`config.mk`:
```
export PLATFORM = sky130hd
export DESIGN_NAME = pdm_cic_decimator
export DESIGN_NICKNAME = d
export VERILOG_FILES = /design/src/rtl/mic_pkg.sv /design/src/rtl/pdm_cic_decimator_comb.sv /design/src/rtl/pdm_cic_decimator.sv
export SDC_FILE = /design/constraint.sdc
export NUM_CORES = 1
export LEC_CHECK = 0
export ABC_CLOCK_PERIOD_IN_PS = 9300
export CAP_MARGIN = 20
export CELL_PAD_IN_SITES_DETAIL_PLACEMENT = 0
export CELL_PAD_IN_SITES_GLOBAL_PLACEMENT = 1
export CORE_MARGIN = 2
export CORE_UTILIZATION = 24
export CTS_BUF_LIST = sky130_fd_sc_hd__clkbuf_8
export DETAILED_ROUTE_END_ITERATION = 7
export HOLD_SLACK_MARGIN = 0.15
export PLACE_DENSITY_LB_ADDON = 0.1
export SYNTH_ARGS = -nofsm -noshare
export SYNTH_HDL_FRONTEND = slang
export SYNTH_HIERARCHICAL = 1
export SYNTH_SLANG_ARGS = --single-unit
```
`constraint.sdc`:
```
create_clock -name clk -period 9.3 [get_ports clk]
set_clock_uncertainty 0.15 [all_clocks]
set_input_delay 0.93 -clock clk [delete_from_list [all_inputs] [get_ports clk]]
set_output_delay 0.93 -clock clk [all_outputs]
set_load 0.05 [all_outputs]
```
`src/rtl/mic_pkg.sv`:
```
// mic_pkg: shared constants and types for the microphone capture chain
package mic_pkg;

    localparam int PCM_W         = 19;
    localparam int CIC_ORDER     = 3;
    localparam int CIC_DECIM     = 64;
    localparam int PCM_OFFSET    = 1 << 17;
    localparam int PRIME_OUTPUTS = 2;

    typedef logic signed [PCM_W-1:0] pcm_t;

    typedef enum logic {
        PRIME,
        RUN
    } cic_state_t;

endpackage

```
`src/rtl/pdm_cic_decimator_comb.sv`:
```
// cic_comb_stage: one registered CIC differentiator (M=1), modulo 2^PCM_W
module cic_comb_stage
    import mic_pkg::*;
(
    input  logic clk,
    input  logic rst,
    input  logic en,
    input  logic valid_in,
    input  pcm_t x,
    output pcm_t y,
    output logic valid_out
);

    pcm_t x_prev;

    // Subtract the previous decimated input; valid follows the data by one clock
    always_ff @(posedge clk or posedge rst) begin
        if (rst) begin
            x_prev    <= '0;
            y         <= '0;
            valid_out <= 1'b0;
        end else begin
            valid_out <= en && valid_in;
            if (en && valid_in) begin
                y      <= x - x_prev;
                x_prev <= x;
            end
        end
    end

endmodule

```
`src/rtl/pdm_cic_decimator.sv`:
```
// pdm_cic_decimator: mic clock generation, PDM capture and 3rd-order CIC decimate-by-64
module pdm_cic_decimator
    import mic_pkg::*;
#(
    parameter int CLK_DIV = 50
) (
    input  logic clk,
    input  logic rst,
    input  logic pdm_in,
    output logic mic_clk,
    output pcm_t pcm_data,
    output logic pcm_valid
);

    localparam int   DW     = $clog2(CLK_DIV);
    localparam int   HALF   = CLK_DIV / 2;
    localparam int   DECW   = $clog2(CIC_DECIM);
    localparam int   PW     = $clog2(PRIME_OUTPUTS + 1);
    localparam pcm_t OFFSET = pcm_t'(PCM_OFFSET);

    logic [DW-1:0]   div_cnt;
    logic [DECW-1:0] dec_cnt;
    logic [PW-1:0]   prime_cnt, prime_cnt_n;
    logic            smp_en, smp_d, pdm_r, wrap_d, comb_v;
    pcm_t            i1, i2, i3, i1_n, i2_n, i3_n, comb_in;
    pcm_t            cy [CIC_ORDER];
    logic            cv [CIC_ORDER];
    cic_state_t      state, state_n;

    assign smp_en = div_cnt == DW'(HALF - 1);

    // Free-running divider; mic_clk is high for the first half of each period
    always_ff @(posedge clk or posedge rst) begin
        if (rst) begin
            div_cnt <= '0;
            mic_clk <= 1'b0;
        end else begin
            div_cnt <= (div_cnt == DW'(CLK_DIV - 1)) ? '0 : div_cnt + 1'b1;
            mic_clk <= div_cnt < DW'(HALF);
        end
    end

    // Capture the PDM bit on the last high cycle and flag the integrator update
    always_ff @(posedge clk or posedge rst) begin
        if (rst) begin
            pdm_r <= 1'b0;
            smp_d <= 1'b0;
        end else begin
            smp_d <= smp_en;
            if (smp_en) pdm_r <= pdm_in;
        end
    end

    // Cascaded integrator sums; wrap-around is deliberate and cancelled by the combs
    always_comb begin
        i1_n = i1 + PCM_W'(pdm_r);
        i2_n = i2 + i1_n;
        i3_n = i3 + i2_n;
    end

    // Integrator state and decimation count advance once per PDM sample
    always_ff @(posedge clk or posedge rst) begin
        if (rst) begin
            i1      <= '0;
            i2      <= '0;
            i3      <= '0;
            dec_cnt <= '0;
            wrap_d  <= 1'b0;
        end else begin
            wrap_d <= smp_d && (dec_cnt == DECW'(CIC_DECIM - 1));
            if (smp_d) begin
                i1      <= i1_n;
                i2      <= i2_n;
                i3      <= i3_n;
                dec_cnt <= dec_cnt + 1'b1;
            end
        end
    end

    // Latch the last integrator one clock after the 64th update
    always_ff @(posedge clk or posedge rst) begin
        if (rst) begin
            comb_in <= '0;
            comb_v  <= 1'b0;
        end else begin
            comb_v <= wrap_d;
            if (wrap_d) comb_in <= i3;
        end
    end

    for (genvar g = 0; g < CIC_ORDER; g++) begin : g_comb
        if (g == 0) begin : g_first
            cic_comb_stage u_stage (
                .clk(clk), .rst(rst), .en(1'b1),
                .valid_in(comb_v), .x(comb_in),
                .y(cy[g]), .valid_out(cv[g])
            );
        end else begin : g_rest
            cic_comb_stage u_stage (
                .clk(clk), .rst(rst), .en(1'b1),
                .valid_in(cv[g-1]), .x(cy[g-1]),
                .y(cy[g]), .valid_out(cv[g])
            );
        end
    end

    // Priming state register
    always_ff @(posedge clk or posedge rst) begin
        if (rst) begin
            state     <= PRIME;
            prime_cnt <= '0;
        end else begin
            state     <= state_n;
            prime_cnt <= prime_cnt_n;
        end
    end

    // Count the suppressed start-up outputs, then run for good
    always_comb begin
        state_n     = state;
        prime_cnt_n = prime_cnt;
        if (state == PRIME && cv[CIC_ORDER-1]) begin
            prime_cnt_n = prime_cnt + 1'b1;
            state_n     = (prime_cnt == PW'(PRIME_OUTPUTS - 1)) ? RUN : PRIME;
        end
    end

    // Re-centre the unsigned comb result and emit it only once primed
    always_ff @(posedge clk or posedge rst) begin
        if (rst) begin
            pcm_data  <= '0;
            pcm_valid <= 1'b0;
        end else begin
            pcm_valid <= cv[CIC_ORDER-1] && state == RUN;
            if (cv[CIC_ORDER-1] && state == RUN) pcm_data <= cy[CIC_ORDER-1] - OFFSET;
        end
    end

endmodule
```
==> results of run 1 <==
==> per-layer routing <==
layer | vias to the layer above | part of all wire
met4 | 0 | 0.028
li1 | 4942 | -
met1 | 4485 | 0.47
met2 | 100 | 0.47
met5 | - | 0
met3 | 61 | 0.031
==> state kept, by name, summed over array words and instances (netlist names), 2 cells and up <==
register                         count
pcm_data                            19
div_cnt                              6
g_comb.g_rest.u_stage/y             38
g_comb.g_first.u_stage/y            19
g_comb.g_rest.u_stage/valid_out      2
i3                                  19
dec_cnt                              6
g_comb.g_rest.u_stage/x_prev        38
comb_in                             19
g_comb.g_first.u_stage/x_prev       19
prime_cnt                            2
i1                                  19
i2                                  19
==> cells in the final DEF, fill, tap and decap left out, types with 30 or more instances in the layout <==
cell      synthesis  routed
nand3_1          30      30
inv_1            81      94
a21oi_1          82      82
xnor2_1          67      67
o21ai_0         107     107
ha_1            102     102
mux2_2           69      69
nor2_1           47      47
clkbuf_8          1      58
xor2_1           42      42
nand2_1         204     204
dfrtp_1         233     232
==> final timing paths <==
check,end,slack (ns)
setup / recovery,i3[18],4.20
hold / removal,dec_cnt[5],0.32
setup reg to reg,i3[18],4.20
hold reg to reg,dec_cnt[5],0.32
max in group asynchronous,smp_d,6.93
min in group asynchronous,pcm_data[16],0.84
==> layout make-up <==
cell class | count | area share
Clock buffer | 58 | 0.0510
Sequential cell | 233 | 0.373
Timing Repair Buffer | 34 | 0.0200
Inverter | 86 | 0.0210
Multi-Input combinational cell | 1024 | 0.463
Clock inverter | 26 | 0.0110
Tap cell | 756 | 0.0605
Antenna cell | 1 | 0.000160
==> logic make-up after synthesis <==
kind of cell | share of synthesized area
and+or+nand+nor | 0.130
other | 0.000276
AOI/OAI and AO/OA | 0.167
DFF | 0.429
muxes | 0.0637
buffers and inverters | 0.0395
xor gates and xnor gates | 0.0702
adders and majority gates | 0.101
==> through the flow <==
step	cell area [um2]	setup slack (ns)	power [mW]	utilization	hold WS, ns
global route	15600	3.74	2.26	0.278	0.335
floorplan	13600	4.76	1.05	-	0.202
global placement	14700	4.26	1.07	0.261	0.303
CTS	15600	4.18	2.22	0.278	0.324
detailed placement	14700	4.19	1.07	0.261	0.312
finish	15600	4.20	2.15	0.278	0.320
==> worst max-delay path, cell delays in order, from the launching register on <==
cell	delay, ns
dfrtp_1	0.34
ha_1	0.18
ha_1	0.23
nand3_1	0.26
nor2_1	0.27
xor2_1	0.24
ha_1	0.28
a21o_1	0.16
a31o_2	0.25
a21o_1	0.18
a21o_1	0.20
a31oi_2	0.27
o21ai_0	0.14
xor2_1	0.19
ha_1	0.32
nand2_1	0.05
o21ai_0	0.24
nand2_1	0.17
a221o_1	0.38
a211oi_1	0.20
o21ai_1	0.10
xnor2_1	0.16
==> cells in the mapped netlist, types with 7 or more instances <==
cell type	instances	area share
nand3_1	30	0.011
nand4_1	12	0.0055
inv_1	81	0.022
xor2_1	42	0.027
nor2b_1	14	0.0064
dfrtp_1	233	0.43
a21o_1	25	0.014
nor2_1	47	0.013
nand2_1	204	0.056
ha_1	102	0.094
nor3_1	19	0.0070
a221o_1	7	0.0052
o21ai_1	21	0.0077
o21ai_0	107	0.039
mux2_2	69	0.057
a21oi_1	82	0.030
clkbuf_1	31	0.0086
and3_1	20	0.0092
xnor2_1	67	0.043
a21oi_2	7	0.0045
mux2i_1	9	0.0066
o21a_1	13	0.0072
nor3b_1	7	0.0039
nand2b_1	9	0.0041
==> power by group through the flow <==
stage	registers, mW	logic [mW]	clock network [mW]
after floorplan	1.03	0.0211	0
after global placement	1.03	0.0351	0
after detailed placement	1.03	0.0356	0
after CTS	1.02	0.0358	1.17
after global routing	1.02	0.0389	1.20
final	1.02	0.0322	1.10
==> impl_results.md, run 1 <==
- # placed instances: 2133
- FF-to-FF Start: pdm_r
- Layout Nets: 1537
- Post-CTS Setup Inserts: 0
- Met2 usage: 0.189
- Layer with the highest usage: met2
- Die X: 242 um
- Initial Util: 0.242
- Post-cts hold buffer count: 0
- Clock-pin slew of the registers on the worst-case setup and hold paths: 0.06 ns
- Core area: 0.0562 mm2
- Routed Antenna Nets: 0
- Fillers: 6033
- Reg area: 0.00583 mm2
- Startpoint Class: register
- Critical path type: reg2reg
- Async SR Flop Fraction: 1.00
- GPL Wtd Cong: 0.759
- Crit. End Element: register
- CTS Sinks: 233
- Total detailed-routing wirelength: 31100 um
- Via Count: 9588
- Sequential power share: 0.474
- First-pass GRT wire length: 53200 um
- Post-synthesis register bit count: 233
- Critical path fanouts, max: 4
- Total power per unit cell area: 137 mW/mm2
- GRT Util Overall: 0.110
- Setup tns final: 0 ns
- Max Fclk: 196 MHz
- Critical path data required time: 9.63 ns
- Grt total ovfl: 0
- Multi-input gate area: 0.00724 mm2
- Post-Layout Cell Count: 2218
- Distinct cells, synth: 72
- Max Transition Viols Final: 0
- Chip height: 242 um
- Unrepaired setup endpoints after global routing: no
- Clk buf depth: 3
- Input/output buffers: 23
- Leak pwr: 7.52 nW
- Iter 0 DRT Violations: 275
- GR Util met3: 0.0205
- Cell area after synthesis: 0.0136 mm2
- WL/cell: 14.0 um
- Insertion delay of the later-clocked pin in the worst-skew pair: 0.60 ns
- Post-synth EDFFs: 0
- Mapped Avg Cell Area: 9.81 um2
- Outcome: finished, final reports clean
- Met1 Use GR: 0.136
- Num CTS Buffers: 48
- Max-Cap Viols: 0
- Hold path startpoint: dec_cnt[5]
- # resized after CTS: 0
- Synthesized instance count: 1387
- Sw Ratio: 0.236
- Setup Viol. Count Final: 0
- Net switching power: 0.507 mW
- # rows: 87
- Worst hold path type: reg2reg
- CTS root buf: clkbuf_8
- Worst path arrival time: 5.43 ns
- Area Overhead vs Synth: 14.9%
- CP Launch Point: pdm_r
- Relative slew slack: 0.359
- Comb power frac: 0.015
- Final min period: 5.10 ns
- Ports: 24
- Final period util: 0.548
- Htree depth: 2
- Depth of the worst register-to-register path: 21
- VDD IR max: 0.0960 mV
- Final Hold Fails: 0
- Clock group share of total power: 0.511
- Synth warn: 6
- Initial antenna violation count: 1
- Register area share after synthesis: 0.429
- Post-synth top flop: dfrtp_1
- CTS tree: built
- DR pass1 iterations: 4
- Largest net degree at the start of global routing: 69
- Share of cells above drive strength 1: 0.129
- Vias per inst: 4.32
- HPWL Detailed: 22200 um
- Number of remaining DRC errors: 0
- Vias in the first global route: 10.1k
- Cell internal pwr: 1.64 mW
- Slew @ Worst Pin: 0.959 ns
- Die area: 0.0586 mm2
- Cell depth of the worst hold path: 1
(Power assumes the default switching activity.)
==> run 2, diff against run 1 <==
- ABC_CLOCK_PERIOD_IN_PS: 9300 -> 4700
- clock period: 9.3 -> 4.7 ns (I/O delays scaled with it)
==> impl_results.md, run 2 (synthesized netlist as in run 1, its figures left out) <==
- Largest net degree at the start of global routing: 59 (was 69)
- Final Hold Fails: 0 (unchanged)
- Worst path arrival time: 4.84 ns (was 5.43 ns)
- Relative slew slack: 0.379 (was 0.359)
- Highest cell delay on the worst timing path: 0.41 ns (was 0.38 ns)
- Share of cells above drive strength 1: 0.193 (was 0.129)
- Leak pwr: 7.92 nW (was 7.52 nW)
- First-pass GRT wire length: 53500 um (was 53200 um)
- VDD IR max: 0.153 mV (was 0.0960 mV)
- Initial Util: 0.242 (unchanged)
- Slew @ Worst Pin: 0.929 ns (was 0.959 ns)
- Post-cts hold buffer count: 0 (unchanged)
- Flop2flop setup slack: 0.22 ns (was 4.20 ns)
- Iter 0 DRT Violations: 327 (was 275)
- Hold_ws: 0.310 ns (was 0.320 ns)
- Clock-pin slew of the registers on the worst-case setup and hold paths: 0.06 ns (about the same)
- Total detailed-routing wirelength: 31600 um (was 31100 um)
- Layout Nets: 1595 (was 1537)
- Util after Layout: 0.293 (was 0.278)
- Setup Viol. Count Final: 0 (unchanged)
- CTS Sinks: 233 (unchanged)
- Most frequent cells in the layout: 232 x dfrtp_1, 203 x nand2_1, 99 x o21ai_0 (was 232 x dfrtp_1, 204 x nand2_1, 107 x o21ai_0)
- Worst path slowest cell: dfrtp_1 (was a221o_1)
- Hold path startpoint: i3[18] (was dec_cnt[5])
- Num CTS Buffers: 47 (was 48)
- # placed instances: 2183 (was 2133)
- Vias in the first global route: 10.3k (was 10.1k)
- WHS Endpoint: i3[18] (was dec_cnt[5])
- Core area: 0.0562 mm2 (unchanged)
- Max-Cap Viols: 0 (unchanged)
- Startpoint Class: register (unchanged)
- Biggest regs: g_comb.g_rest.u_stage/x_prev (38), g_comb.g_rest.u_stage/y (38) (unchanged)
- Final period util: 0.954 (was 0.548)
- Number of remaining DRC errors: 0 (unchanged)
- Vias per inst: 4.29 (was 4.32)
- GPL Wtd Cong: 0.766 (was 0.759)
- Insertion delay of the later-clocked pin in the worst-skew pair: 0.63 ns (was 0.60 ns)
- Unrepaired setup endpoints after global routing: yes (was no)
- Critical path type: reg2reg (unchanged)
- Grt total ovfl: 0 (unchanged)
- Leading cell type in the layout, fill and taps excluded: dfrtp_1 (unchanged)
- CTS root buf: clkbuf_8 (unchanged)
- Die X: 242 um (unchanged)
- Clk buf depth: 3 (unchanged)
- CTS tree: built (unchanged)
- Ports: 24 (unchanged)
- # rows: 87 (unchanged)
- Total power per unit cell area: 262 mW/mm2 (was 137 mW/mm2)
- Area Overhead vs Synth: 20.8% (was 14.9%)
- Max Transition Viols Final: 0 (unchanged)
- Max Fclk: 223 MHz (was 196 MHz)
- Worst hold path type: reg2reg (unchanged)
- Htree depth: 2 (unchanged)
- Cell depth of the worst hold path: 1 (unchanged)
- Via Count: 9766 (was 9588)
- Crit. End Element: register (unchanged)
- Crit-path cells: ha_4, ha_4, buf_6, xor2_2, ha_1, a21oi_2, o21ai_2, a31o_2, a21o_1, a21o_1, buf_6, xor2_2, ha_1, o21ai_1, nand2b_1, and3_4, a221o_1, a21oi_2, o21bai_1, xor2_1, mux2_2 (was ha_1, ha_1, nand3_1, nor2_1, xor2_1, ha_1, a21o_1, a31o_2, a21o_1, a21o_1, a31oi_2, o21ai_0, xor2_1, ha_1, nand2_1, o21ai_0, nand2_1, a221o_1, a211oi_1, o21ai_1, xnor2_1)
- Place WS: -0.116 ns (was 4.19 ns)
- HPWL Detailed: 22900 um (was 22200 um)
- FF-to-FF End: i3[15] (was i3[18])
- Routed Antenna Nets: 0 (unchanged)
- Outcome: finished, final reports clean (unchanged)
- Worst setup margin: 0.217 ns (was 4.20 ns)
- Input/output buffers: 23 (unchanged)
- GRT Util Overall: 0.111 (was 0.110)
- Die area: 0.0586 mm2 (unchanged)
- Final min period: 4.48 ns (was 5.10 ns)
- Post-Layout Cell Count: 2279 (was 2218)
- Initial antenna violation count: 1 (unchanged)
- WL/cell: 13.9 um (was 14.0 um)
- FF-to-FF Start: i1[0] (was pdm_r)
- Critical path data required time: 5.05 ns (was 9.63 ns)
- DR pass1 iterations: 4 (unchanged)
- Critical path fanouts, max: 3 (was 4)
- Depth of the worst register-to-register path: 21 (unchanged)
- Chip height: 242 um (unchanged)
## run 2: cell count changes in the layout (fill, tap and decap cells not counted), sizes merged
| cell | previous run | this run |
|---|---|---|
| clkinv | 11 | 8 |
| bufinv | 2 | 1 |
| buf | 11 | 70 |
| inv | 95 | 98 |
| clkbuf | 58 | 64 |
| clkinvlp | 4 | 1 |
## run 2: per-layer routing
metal  up-vias  wire length, um  track usage
met5         -                0            0
met4         0              898       0.0447
li1       5062                -            -
met2        86            15200        0.191
met3        56             1010       0.0218
met1      4562            14500        0.135
## run 2: worst max path at each step
stage / from / endpoint / slack [ns]
5_1_grt: i1[0] / i3[18] / -0.07
2_1_floorplan: pdm_r / i3[18] / 0.16
3_3_place_gp: pdm_r / i3[18] / -0.06
3_5_place_dp: pdm_r / i3[18] / -0.12
4_1_cts: pdm_r / i3[18] / 0.002
6_report: i1[0] / i3[15] / 0.22
## run 2: power breakdown
part | switching (mW) | internal, mW | total (mW)
combinational | 0.0527 | 0.0150 | 0.0677
sequential | 0.00158 | 2.01 | 2.01
clock | 0.958 | 1.27 | 2.23
total | 1.01 | 3.29 | 4.30
## run 2: cell type report
type / instances / area (um2)
Fill cell: 5999 / 39700
Multi-Input combinational cell: 1024 / 7510
Sequential cell: 233 / 5830
Tap cell: 756 / 946
Clock buffer: 64 / 881
Timing Repair Buffer: 93 / 803
Inverter: 86 / 329
Clock inverter: 22 / 131
Antenna cell: 1 / 2.50
## run 2: what timing repair did
item,4_1_cts,5_1_grt
pin swaps,0,46
resized for setup,6,61
buffers inserted,0,8
endpoints found under the setup margin,3,5
## run 2: worst max-delay path, delay by kind of cell (launching register included)
family | cells | cell delay (ns)
AOI/OAI and AO/OA | 9 | 1.61
xor gates and xnor gates | 3 | 0.41
muxes | 1 | 0.26
and+or+nand+nor | 2 | 0.27
DFF | 1 | 0.41
buffers and inverters | 2 | 0.25
adders and majority gates | 4 | 1.01
## run 2: per-stage QoR
stage | setup TNS, ns | power (mW) | instance area, um2
after floorplan | 0 | 2.09 | 13600
after global placement | -0.0612 | 2.12 | 15100
after detailed placement | -0.178 | 2.12 | 15100
after CTS | 0 | 4.44 | 16100
after global routing | -0.111 | 4.54 | 16400
final | 0 | 4.30 | 16400
==> run 3, diff against run 2 <==
- CORE_UTILIZATION: 24 -> 40
==> impl_results.md, run 3 (synthesized netlist as in run 1, its figures left out) <==
- Htree depth: 2 (unchanged)
- Die area: 0.0355 mm2 (was 0.0586 mm2)
- Die X: 188 um (was 242 um)
- Crit. End Element: register (unchanged)
- Post-Layout Cell Count: 1937 (was 2279)
- Multi-input gate area: 0.00750 mm2 (was 0.00751 mm2)
- # rows: 67 (was 87)
- Setup tns final: 0 ns (unchanged)
- Via Count: 9684 (was 9766)
- Critical path type: reg2reg (unchanged)
- Total power: 4.13 mW (was 4.30 mW)
- Final min period: 4.48 ns (about the same)
- Max Transition Viols Final: 0 (unchanged)
- Fillers: 3229 (was 5999)
- Largest net degree at the start of global routing: 63 (was 59)
- Initial Util: 0.406 (was 0.242)
- Outcome: finished, final reports clean (unchanged)
- Worst setup margin: 0.217 ns (about the same)
- Final period util: 0.954 (about the same)
- Critical path data required time: 4.99 ns (was 5.05 ns)
- Reg area: 0.00583 mm2 (unchanged)
- Final Hold Fails: 0 (unchanged)
- Total power per unit cell area: 262 mW/mm2 (about the same)
- CTS tree: built (unchanged)
- Core area: 0.0335 mm2 (was 0.0562 mm2)
- Worst path slowest cell: dfrtp_1 (unchanged)
- # placed instances: 1847 (was 2183)
- Insertion delay of the later-clocked pin in the worst-skew pair: 0.56 ns (was 0.63 ns)
- CTS Sinks: 233 (unchanged)
- DR pass1 iterations: 4 (unchanged)
- Max-Cap Viols: 0 (unchanged)
- Grt total ovfl: 0 (unchanged)
- Net switching power: 0.912 mW (was 1.01 mW)
- Iter 0 DRT Violations: 332 (was 327)
- Leading cell type in the layout, fill and taps excluded: dfrtp_1 (unchanged)
- Place WS: -0.117 ns (was -0.116 ns)
- Worst hold path type: reg2reg (unchanged)
- Worst path arrival time: 4.78 ns (was 4.84 ns)
- CTS root buf: clkbuf_8 (unchanged)
- GRT Util Overall: 0.160 (was 0.111)
- Util after Layout: 0.470 (was 0.293)
- WP buf/inv: 0 (was 2)
- Slew @ Worst Pin: 0.858 ns (was 0.929 ns)
- Num CTS Buffers: 44 (was 47)
- Most used cell, CP: a21oi_2
- Relative slew slack: 0.427 (was 0.379)
- Kind of cell adding the most delay to the critical path: compound AO/OA/AOI/OAI gates (unchanged)
- Most frequent cells in the layout: 232 x dfrtp_1, 203 x nand2_1, 102 x o21ai_0 (was 232 x dfrtp_1, 203 x nand2_1, 99 x o21ai_0)
- Clk buf depth: 3 (unchanged)
- GPL Wtd Cong: 0.789 (was 0.766)
- Input/output buffers: 23 (unchanged)
- Area Overhead vs Synth: 15.9% (was 20.8%)
- Crit-path cells: ha_4, ha_4, nand3_4, xnor2_2, ha_1, a21oi_2, o21ai_2, a31o_2, a21o_1, a21o_1, a31oi_4, o21ai_2, xor2_2, ha_1, a21oi_2, o2111ai_2, a21oi_2, o211ai_1, a211oi_1, o21ai_1, xnor2_1 (was ha_4, ha_4, buf_6, xor2_2, ha_1, a21oi_2, o21ai_2, a31o_2, a21o_1, a21o_1, buf_6, xor2_2, ha_1, o21ai_1, nand2b_1, and3_4, a221o_1, a21oi_2, o21bai_1, xor2_1, mux2_2)
- Clock group share of total power: 0.497 (was 0.517)
- VDD IR max: 0.221 mV (was 0.153 mV)
- Number of remaining DRC errors: 0 (unchanged)
- WL/cell: 14.2 um (was 13.9 um)
- Startpoint Class: register (unchanged)
- Setup Viol. Count Final: 0 (unchanged)
- Chip height: 188 um (was 242 um)
- Final antenna diode count: 0 (was 1)
- Routed Antenna Nets: 0 (unchanged)
- Biggest regs: g_comb.g_rest.u_stage/x_prev (38), g_comb.g_rest.u_stage/y (38) (unchanged)
- Max Fclk: 223 MHz (about the same)
- Share of cells above drive strength 1: 0.175 (was 0.193)
- HPWL Detailed: 19700 um (was 22900 um)
- Cell internal pwr: 3.21 mW (was 3.29 mW)
- Total detailed-routing wirelength: 27500 um (was 31600 um)
- Vias per inst: 5.00 (was 4.29)
- Clock-pin slew of the registers on the worst-case setup and hold paths: 0.06 ns (about the same)
- Vias in the first global route: 9822 (was 10.3k)
- Ports: 24 (unchanged)
- Initial antenna violation count: 0 (was 1)
- Layout Nets: 1565 (was 1595)
- First-pass GRT wire length: 47500 um (was 53500 um)
- Flop2flop setup slack: 0.22 ns (about the same)
- Highest cell delay on the worst timing path: 0.39 ns (was 0.41 ns)
- Critical path fanouts, max: 4 (was 3)
- Comb power frac: 0.016 (about the same)
- Leak pwr: 7.72 nW (was 7.92 nW)
- Unrepaired setup endpoints after global routing: yes (unchanged)
- Sw Ratio: 0.221 (was 0.235)
- Sequential power share: 0.487 (was 0.467)
[run 3: worst paths after layout]
check | startpoint | to | cells after the start
max | i1[0] | i3[18] | 21
min | i3[18] | i3[18] | 1
max reg2reg | i1[0] | i3[18] | 21
min reg2reg | i3[18] | i3[18] | 1
max in group asynchronous | rst | comb_v | 3
min in group asynchronous | rst | pcm_data[15] | 2
[run 3: layout make-up]
class	count	share of cell area
multi-input combinational	1024	0.476
sequential	233	0.370
clock buffer	60	0.0524
timing repair buffer	66	0.0386
tap	448	0.0355
inverter	86	0.0207
clock inverter	20	0.00730
[run 3: power by group through the flow]
| stage | sequential, mW | combinational [mW] | clock, mW |
|---|---|---|---|
| after floorplan | 2.05 | 0.0418 | 0 |
| after global placement | 2.05 | 0.0677 | 0 |
| after detailed placement | 2.05 | 0.0691 | 0 |
| after CTS | 2.01 | 0.0696 | 2.15 |
| after global routing | 2.01 | 0.0786 | 2.23 |
| final | 2.01 | 0.0653 | 2.05 |
[run 3: what timing repair did]
action	CTS	global route
pin swaps	1	29
gates cloned	0	0
resized for setup	8	52
hold buffers	0	0
buffers inserted	0	9
endpoints found under the setup margin	3	4
hold endpoints to repair	0	0
[run 3: routing by layer]
layer,share of wire,vias up,global-route usage
met5,0,-,0
met4,0.021,0,0.0508
met3,0.026,46,0.0266
met2,0.50,78,0.285
met1,0.46,4557,0.199
li1,-,5003,-
[run 3: per-stage QoR]
| step | hold WS [ns] | instance area [um2] |
|---|---|---|
| floorplan | 0.202 | 13600 |
| global placement | 0.306 | 14400 |
| detailed placement | 0.313 | 14500 |
| CTS | 0.323 | 15400 |
| global route | 0.336 | 15800 |
| finish | 0.319 | 15800 |
